$ cat config.mk
export PLATFORM = sky130hd
export DESIGN_NAME = counter_monitor_flat
export DESIGN_NICKNAME = d
export VERILOG_FILES = /design/src/rtl/counter_monitor_pkg.sv /design/src/rtl/counter_monitor_if.sv /design/src/rtl/counter_monitor_sat_counter.sv /design/src/rtl/counter_monitor.sv /design/src/flat_wrapper.sv
export SDC_FILE = /design/constraint.sdc
export NUM_CORES = 1
export LEC_CHECK = 0
export ABC_CLOCK_PERIOD_IN_PS = 4500
export CELL_PAD_IN_SITES_DETAIL_PLACEMENT = 1
export CELL_PAD_IN_SITES_GLOBAL_PLACEMENT = 1
export CORE_ASPECT_RATIO = 1.4
export CORE_MARGIN = 3
export CORE_UTILIZATION = 45
export CTS_BUF_LIST = sky130_fd_sc_hd__clkbuf_4
export DETAILED_ROUTE_END_ITERATION = 7
export PLACE_DENSITY_LB_ADDON = 0.1
export SLEW_MARGIN = 10
export SYNTH_ARGS = -nofsm -noshare
export SYNTH_HDL_FRONTEND = slang
export SYNTH_SLANG_ARGS = --single-unit
$ cat constraint.sdc
create_clock -name clk -period 4.5 [get_ports clk]
set_input_delay 0.9 -clock clk [delete_from_list [all_inputs] [get_ports clk]]
set_output_delay 0.9 -clock clk [all_outputs]
set_load 0.02 [all_outputs]
$ cat src/rtl/counter_monitor_pkg.sv
// -----------------------------------------------------------------------------
// counter_monitor_pkg
// Shared types and helpers for the counter monitor.
//   mon_state_e : monitor FSM states
//   CNT_W       : width of the recovered counter value
//   decode_cnt  : recovers the raw 3-bit count from the 4-bit counter result.
//                 The down range (result[3]=1) is the bitwise inverse of the
//                 up range, so the low bits are inverted back.
// -----------------------------------------------------------------------------
package counter_monitor_pkg;

  localparam int CNT_W = 3;

  typedef enum logic [1:0] {
    IDLE,
    ACQ,
    LOCKED
  } mon_state_e;

  function automatic logic [CNT_W-1:0] decode_cnt(input logic [3:0] res);
    return res[3] ? ~res[2:0] : res[2:0];
  endfunction

endpackage

$ cat src/rtl/counter_monitor_if.sv
// -----------------------------------------------------------------------------
// counter_monitor_if
// Bundles the counter result bus and the monitor status outputs.
//   clear   : synchronous clear request          (master -> slave)
//   result  : 4-bit counter result               (master -> slave)
//   locked  : monitor is locked                  (slave -> master)
//   err     : one-cycle continuity error pulse   (slave -> master)
//   mode    : last sampled result[3]             (slave -> master)
//   err_cnt : saturating error count             (slave -> master)
//   sw_cnt  : saturating mode-switch count       (slave -> master)
// -----------------------------------------------------------------------------
interface counter_monitor_if #(
  parameter int ERR_W = 8,
  parameter int SW_W  = 8
);

  logic             clear;
  logic [3:0]       result;
  logic             locked;
  logic             err;
  logic             mode;
  logic [ERR_W-1:0] err_cnt;
  logic [SW_W-1:0]  sw_cnt;

  modport master (
    output clear, result,
    input  locked, err, mode, err_cnt, sw_cnt
  );

  modport slave (
    input  clear, result,
    output locked, err, mode, err_cnt, sw_cnt
  );

endinterface

$ cat src/rtl/counter_monitor_sat_counter.sv
// -----------------------------------------------------------------------------
// sat_counter
// Up counter that sticks at all-ones instead of wrapping.
//   clk   : clock
//   rst_n : asynchronous reset, active low
//   inc   : count up by one this cycle
//   clr   : synchronous clear to zero (wins over inc)
//   q     : current count
// -----------------------------------------------------------------------------
module sat_counter #(
  parameter int W = 8
) (
  input  logic         clk,
  input  logic         rst_n,
  input  logic         inc,
  input  logic         clr,
  output logic [W-1:0] q
);

  logic [W-1:0] q_q;

  // Hold at all-ones once reached so the count never wraps back to zero.
  always_ff @(posedge clk or negedge rst_n) begin
    if (!rst_n) begin
      q_q <= '0;
    end else if (clr) begin
      q_q <= '0;
    end else if (inc && (q_q != {W{1'b1}})) begin
      q_q <= q_q + W'(1);
    end
  end

  assign q = q_q;

endmodule

$ cat src/rtl/counter_monitor.sv
// -----------------------------------------------------------------------------
// counter_monitor
// Watches the result bus of an up/down counter, recovers the raw count and
// mode, and checks that the count advances by one (mod 8) every clock.
//   clk    : system clock
//   rst_n  : asynchronous reset, active low
//   bus    : counter_monitor_if slave (clear/result in, status out)
// Status reported: locked, a one-cycle err pulse on a continuity break while
// locked, the current mode, and saturating error / mode-switch counts.
// -----------------------------------------------------------------------------
module counter_monitor
  import counter_monitor_pkg::*;
#(
  parameter int LOCK_CNT = 4,
  parameter int ERR_W    = 8,
  parameter int SW_W     = 8
) (
  input  logic              clk,
  input  logic              rst_n,
  counter_monitor_if.slave  bus
);

  localparam int GW = $clog2(LOCK_CNT + 1);
  localparam logic [GW-1:0] LOCK_VAL = GW'(LOCK_CNT);

  mon_state_e       state_q;
  logic [CNT_W-1:0] prev_cnt_q;
  logic             mode_q;
  logic [GW-1:0]    good_cnt_q;
  logic [GW-1:0]    good_cnt_d;
  logic             locked_q;
  logic             err_q;

  logic [CNT_W-1:0] d_cnt;
  logic             d_mode;
  logic             good;
  logic             err_inc;
  logic             sw_inc;

  // Decode the incoming sample and classify the transition. The mode bit is
  // not part of the continuity check: the counter steps its count on the same
  // edge the mode flips. mode_q doubles as the previous-mode register since
  // both load the sampled result[3] on every edge.
  always_comb begin
    d_cnt      = decode_cnt(bus.result);
    d_mode     = bus.result[3];
    good       = (d_cnt == prev_cnt_q + CNT_W'(1));
    good_cnt_d = good_cnt_q + GW'(1);
    err_inc    = !bus.clear && (state_q == LOCKED) && !good;
    sw_inc     = !bus.clear && (state_q == LOCKED) && good && (d_mode != mode_q);
  end

  // Monitor FSM with registered status outputs. The sample history keeps
  // loading even during clear so the first sample after clear is compared
  // against real data once acquisition restarts.
  always_ff @(posedge clk or negedge rst_n) begin
    if (!rst_n) begin
      state_q    <= IDLE;
      prev_cnt_q <= '0;
      mode_q     <= 1'b0;
      good_cnt_q <= '0;
      locked_q   <= 1'b0;
      err_q      <= 1'b0;
    end else begin
      prev_cnt_q <= d_cnt;
      mode_q     <= d_mode;
      err_q      <= 1'b0;
      if (bus.clear) begin
        state_q    <= IDLE;
        good_cnt_q <= '0;
        locked_q   <= 1'b0;
      end else begin
        case (state_q)
          IDLE: begin
            state_q    <= ACQ;
            good_cnt_q <= '0;
          end
          ACQ: begin
            if (good) begin
              if (good_cnt_d == LOCK_VAL) begin
                state_q    <= LOCKED;
                locked_q   <= 1'b1;
                good_cnt_q <= '0;
              end else begin
                good_cnt_q <= good_cnt_d;
              end
            end else begin
              good_cnt_q <= '0;
            end
          end
          LOCKED: begin
            if (!good) begin
              state_q    <= ACQ;
              locked_q   <= 1'b0;
              err_q      <= 1'b1;
              good_cnt_q <= '0;
            end
          end
          default: begin
            state_q    <= IDLE;
            good_cnt_q <= '0;
            locked_q   <= 1'b0;
          end
        endcase
      end
    end
  end

  sat_counter #(.W(ERR_W)) u_err_cnt (
    .clk   (clk),
    .rst_n (rst_n),
    .inc   (err_inc),
    .clr   (bus.clear),
    .q     (bus.err_cnt)
  );

  sat_counter #(.W(SW_W)) u_sw_cnt (
    .clk   (clk),
    .rst_n (rst_n),
    .inc   (sw_inc),
    .clr   (bus.clear),
    .q     (bus.sw_cnt)
  );

  assign bus.locked = locked_q;
  assign bus.err    = err_q;
  assign bus.mode   = mode_q;

endmodule

$ cat src/flat_wrapper.sv
// flat-port wrapper written by rule: the top's interface ports become plain ports
module counter_monitor_flat import counter_monitor_pkg::*;
#(
  parameter int LOCK_CNT = 4,
  parameter int ERR_W    = 8,
  parameter int SW_W     = 8
)
  (clk, rst_n, bus_clear, bus_result, bus_locked, bus_err, bus_mode, bus_err_cnt, bus_sw_cnt);
  counter_monitor_if #(.ERR_W(ERR_W), .SW_W(SW_W)) bus_i ();
  input  logic clk;
  input  logic rst_n;
  input wire logic [$bits(bus_i.clear)-1:0] bus_clear;
  input wire logic [$bits(bus_i.result)-1:0] bus_result;
  output wire logic [$bits(bus_i.locked)-1:0] bus_locked;
  output wire logic [$bits(bus_i.err)-1:0] bus_err;
  output wire logic [$bits(bus_i.mode)-1:0] bus_mode;
  output wire logic [$bits(bus_i.err_cnt)-1:0] bus_err_cnt;
  output wire logic [$bits(bus_i.sw_cnt)-1:0] bus_sw_cnt;
  assign bus_i.clear = bus_clear;
  assign bus_i.result = bus_result;
  assign bus_locked = bus_i.locked;
  assign bus_err = bus_i.err;
  assign bus_mode = bus_i.mode;
  assign bus_err_cnt = bus_i.err_cnt;
  assign bus_sw_cnt = bus_i.sw_cnt;
  counter_monitor #(.LOCK_CNT(LOCK_CNT), .ERR_W(ERR_W), .SW_W(SW_W)) u_core (.clk(clk), .rst_n(rst_n), .bus(bus_i));
endmodule
==> results.toml <==
[global_routing]
gr-total-overflow = 0
grt_pass1_wl_um = 5390
grt_max_degree = 30
grt_pass1_vias = 1195
grt_antenna_before_repair = 0
track_usage_pct = 17.8

[min_path]
whs_path_depth = 1
hp-start = "u_core.u_err_cnt.q[4]$_DFFE_PN0P_"
hold_end = "u_core.u_err_cnt.q[4]$_DFFE_PN0P_"
hp-class = "flip-flop to flip-flop"

[die]
ios = 26
die-area_mm2 = 0.00397
start_util_pct = 48.7
die_x_um = 54.1
num_rows = 23
core_area_mm2 = 0.00299
fp.dieH_um = 73.4

[placement]
io_buffers = 25
place_inst = 199
dp_hpwl_um = 2390
routabilityCongestion = 0.758

[cells_and_area]
nNetsFinal = 179
final_util_pct = 59.4
multi_input_area_um2 = 754
drive_above_1_share_pct = 6.63
final_common_cell = "dfrtp_1"
n_fill_cell = 338
synthToLayoutAreaGrowth_pct = 22.0
diodes = 0
final_cell_mix = "dfrtp_1, clkdlybuf4s50_1, a21oi_1"
regArea_um2 = 676
instances_no_fill = 203

[clock_tree]
cts-root-buf = "clkbuf_4"
cts.clk_slew.worst_paths_ns = 0.14
cts-htree-levels = 1
ctsResizeCount = 0
cts_buffer_depth = 2
cts_tree = "built"
numCtsBuffers = 3
postCtsHoldBufs = 0
cts_sinks = 27
clk_latency_ns = 0.32
post_cts_buffers = 0

[worst_setup_path]
cp_max_fo = 29
worst_setup_path_end_kind = "flip-flop"
cpPeakStageDelay_ns = 0.43
cp.arrival_ns = 3.18
worst_setup_path_start_kind = "input port"
rr_worst_depth = 6
critical_path.slowest_cell = "a211oi_4"
r2r-start = "u_core.prev_cnt_q[0]$_DFF_PN0_"
worst-path-buf-inv = 2
required_ns = 4.72
crit_family = "compound AO/OA/AOI/OAI gates"
worstSetupPathType = "input port to flip-flop"
reg2reg_to = "u_core.u_err_cnt.q[7]$_DFFE_PN0P_"
ff2ff_setup_slack_ns = 1.98
crit_chain = "clkdlybuf4s50_1, buf_4, or3b_1, a311o_1, a211oi_4, nand4_1, mux2_1"

[logic_synthesis]
synth_xor_area_share_pct = 6.43
yosysSeqAreaShare_pct = 46.3
synth-compound-area-share_pct = 11.8
synth_top_family_by_area = "simple AND/OR/NAND/NOR gates"
synth_area_mm2 = 0.00146
synth_simple_gate_area_share_pct = 22.6
synthAdderAreaFrac_pct = 4.29
synth_seq_cells = 27
synthCells = 140
ys_types = 39
synth.avg_cell_area_um2 = 10.4
synth_fp_nets = 152
synthMuxAreaShare_pct = 6.52
synth.yosys.warnings = 0

[timing]
slew_headroom_pct = 43.7
finalSetupViolations = 0
fmax_mhz = 338
hold_slack_ns = 0.535
rsz0062_at_grt = "false"
worstMarginPinSlew_ns = 0.842
slew_violations = 0
fin_worst_skew_ns = 0.00258
fin_crit_sh_pct = 65.8
hold_viol_final = 0
final.setup.tns_ns = 0
period_minus_slack_ns = 2.96

[power]
leakage_nw = 0.752
power_uw = 417
power.density_mw_per_mm2 = 234
vdd_ir_drop_max_mv = 0.157

[detailed_routing]
drt_iter0_markers = 18
ant_nets = 0
avgViaCountPerCell = 5.72
vias = 1161
drt-total-wl_um = 3120
wire_per_inst_um = 15.3
drc = 0
firstDrtPassIters = 4

[run_status]
status = "finished, final reports clean"

[flow_run]
max_cap_viol_count = 0
## state kept, by name, indices dropped and copies added, names as in the netlist
name                count
u_core.bus.err          1
u_core.bus.mode         1
u_core.prev_cnt_q       3
u_core.bus.locked       1
u_core.u_sw_cnt.q       8
u_core.u_err_cnt.q      8
u_core.state_q          2
u_core.good_cnt_q       3
## cell usage after synthesis (all sizes together)
cell type   n  area share, %
a31oi       1           0.43
nand2b      7            3.0
o21a        1           0.51
and3        4            1.7
nor3        7            2.4
a21o        1           0.51
nor2        7            1.8
a21oi       9            3.3
a22oi       1           0.51
clkbuf      3           0.77
xnor2       3            1.8
xor2        5            3.0
mux2i       5            3.4
o31ai       2            1.0
nand3       5            1.7
nand3b      1           0.51
xor3        1            1.6
a311o       1           0.69
o21ai       3            1.0
dfrtp      27             46
nor2b       7            3.0
ha          5            4.3
inv         2           0.51
and2        3            1.3
nand2       7            1.8
a211oi      1            1.4
buf         2           0.69
or4         2            1.0
or3b        1           0.60
nand4       5            2.1
a311oi      1           0.60
a31o        1           0.60
a32oi       1           0.60
a2bb2oi     1           0.60
or3         3            1.6
mux2        4            3.1
## stage by stage
step           cell area (um2)  worst slack (ns)
3_3_place_gp              1750              1.23
6_report                  1780              1.54
3_5_place_dp              1750              1.19
5_1_grt                   1780              1.40
2_1_floorplan             1460              1.96
4_1_cts                   1780              1.54
## how the worst max path moves through the flow
stage / slack (ns) / startpoint / cells after the start / end
detailed placement: 1.19 / bus_clear / 7 / u_core.u_sw_cnt.q[7]$_DFFE_PN0P_
finish: 1.54 / bus_clear / 7 / u_core.u_sw_cnt.q[7]$_DFFE_PN0P_
global placement: 1.23 / bus_clear / 7 / u_core.u_sw_cnt.q[5]$_DFFE_PN0P_
CTS: 1.54 / bus_clear / 7 / u_core.u_sw_cnt.q[7]$_DFFE_PN0P_
floorplan: 1.96 / bus_clear / 5 / u_core.u_sw_cnt.q[5]$_DFFE_PN0P_
global route: 1.40 / bus_clear / 7 / u_core.u_sw_cnt.q[7]$_DFFE_PN0P_
## layout make-up
cell class                 instances  share of cell area, %
tap                               37                   2.60
inverter                           2                  0.422
sequential                        27                   38.0
multi-input combinational        106                   42.4
timing repair buffer              27                   14.9
clock buffer                       4                   1.69
## routing by layer
layer,vias to the layer above,GRT usage [%],wire [um]
met1,584,23.1,1310
li1,556,-,-
met5,-,0,0
met2,19,30.1,1690
met4,0,5.82,19
met3,2,2.23,98
## power breakdown
group	switching, mW	internal (mW)	total (mW)	leakage (nW)
Combinational	0.0345	0.0226	0.0570	0.368
Sequential	0.00289	0.247	0.250	0.366
Clock	0.0697	0.0407	0.110	0.0184
Total	0.107	0.310	0.417	0.752
## kinds of logic after synthesis
group / count (synthesis)
and+or+nand+nor: 59
muxes: 9
xor gates and xnor gates: 9
DFF: 27
adders and majority gates: 5
buffers and inverters: 7
AOI/OAI and AO/OA: 24
Note: power is estimated with default switching activity, not from simulation.
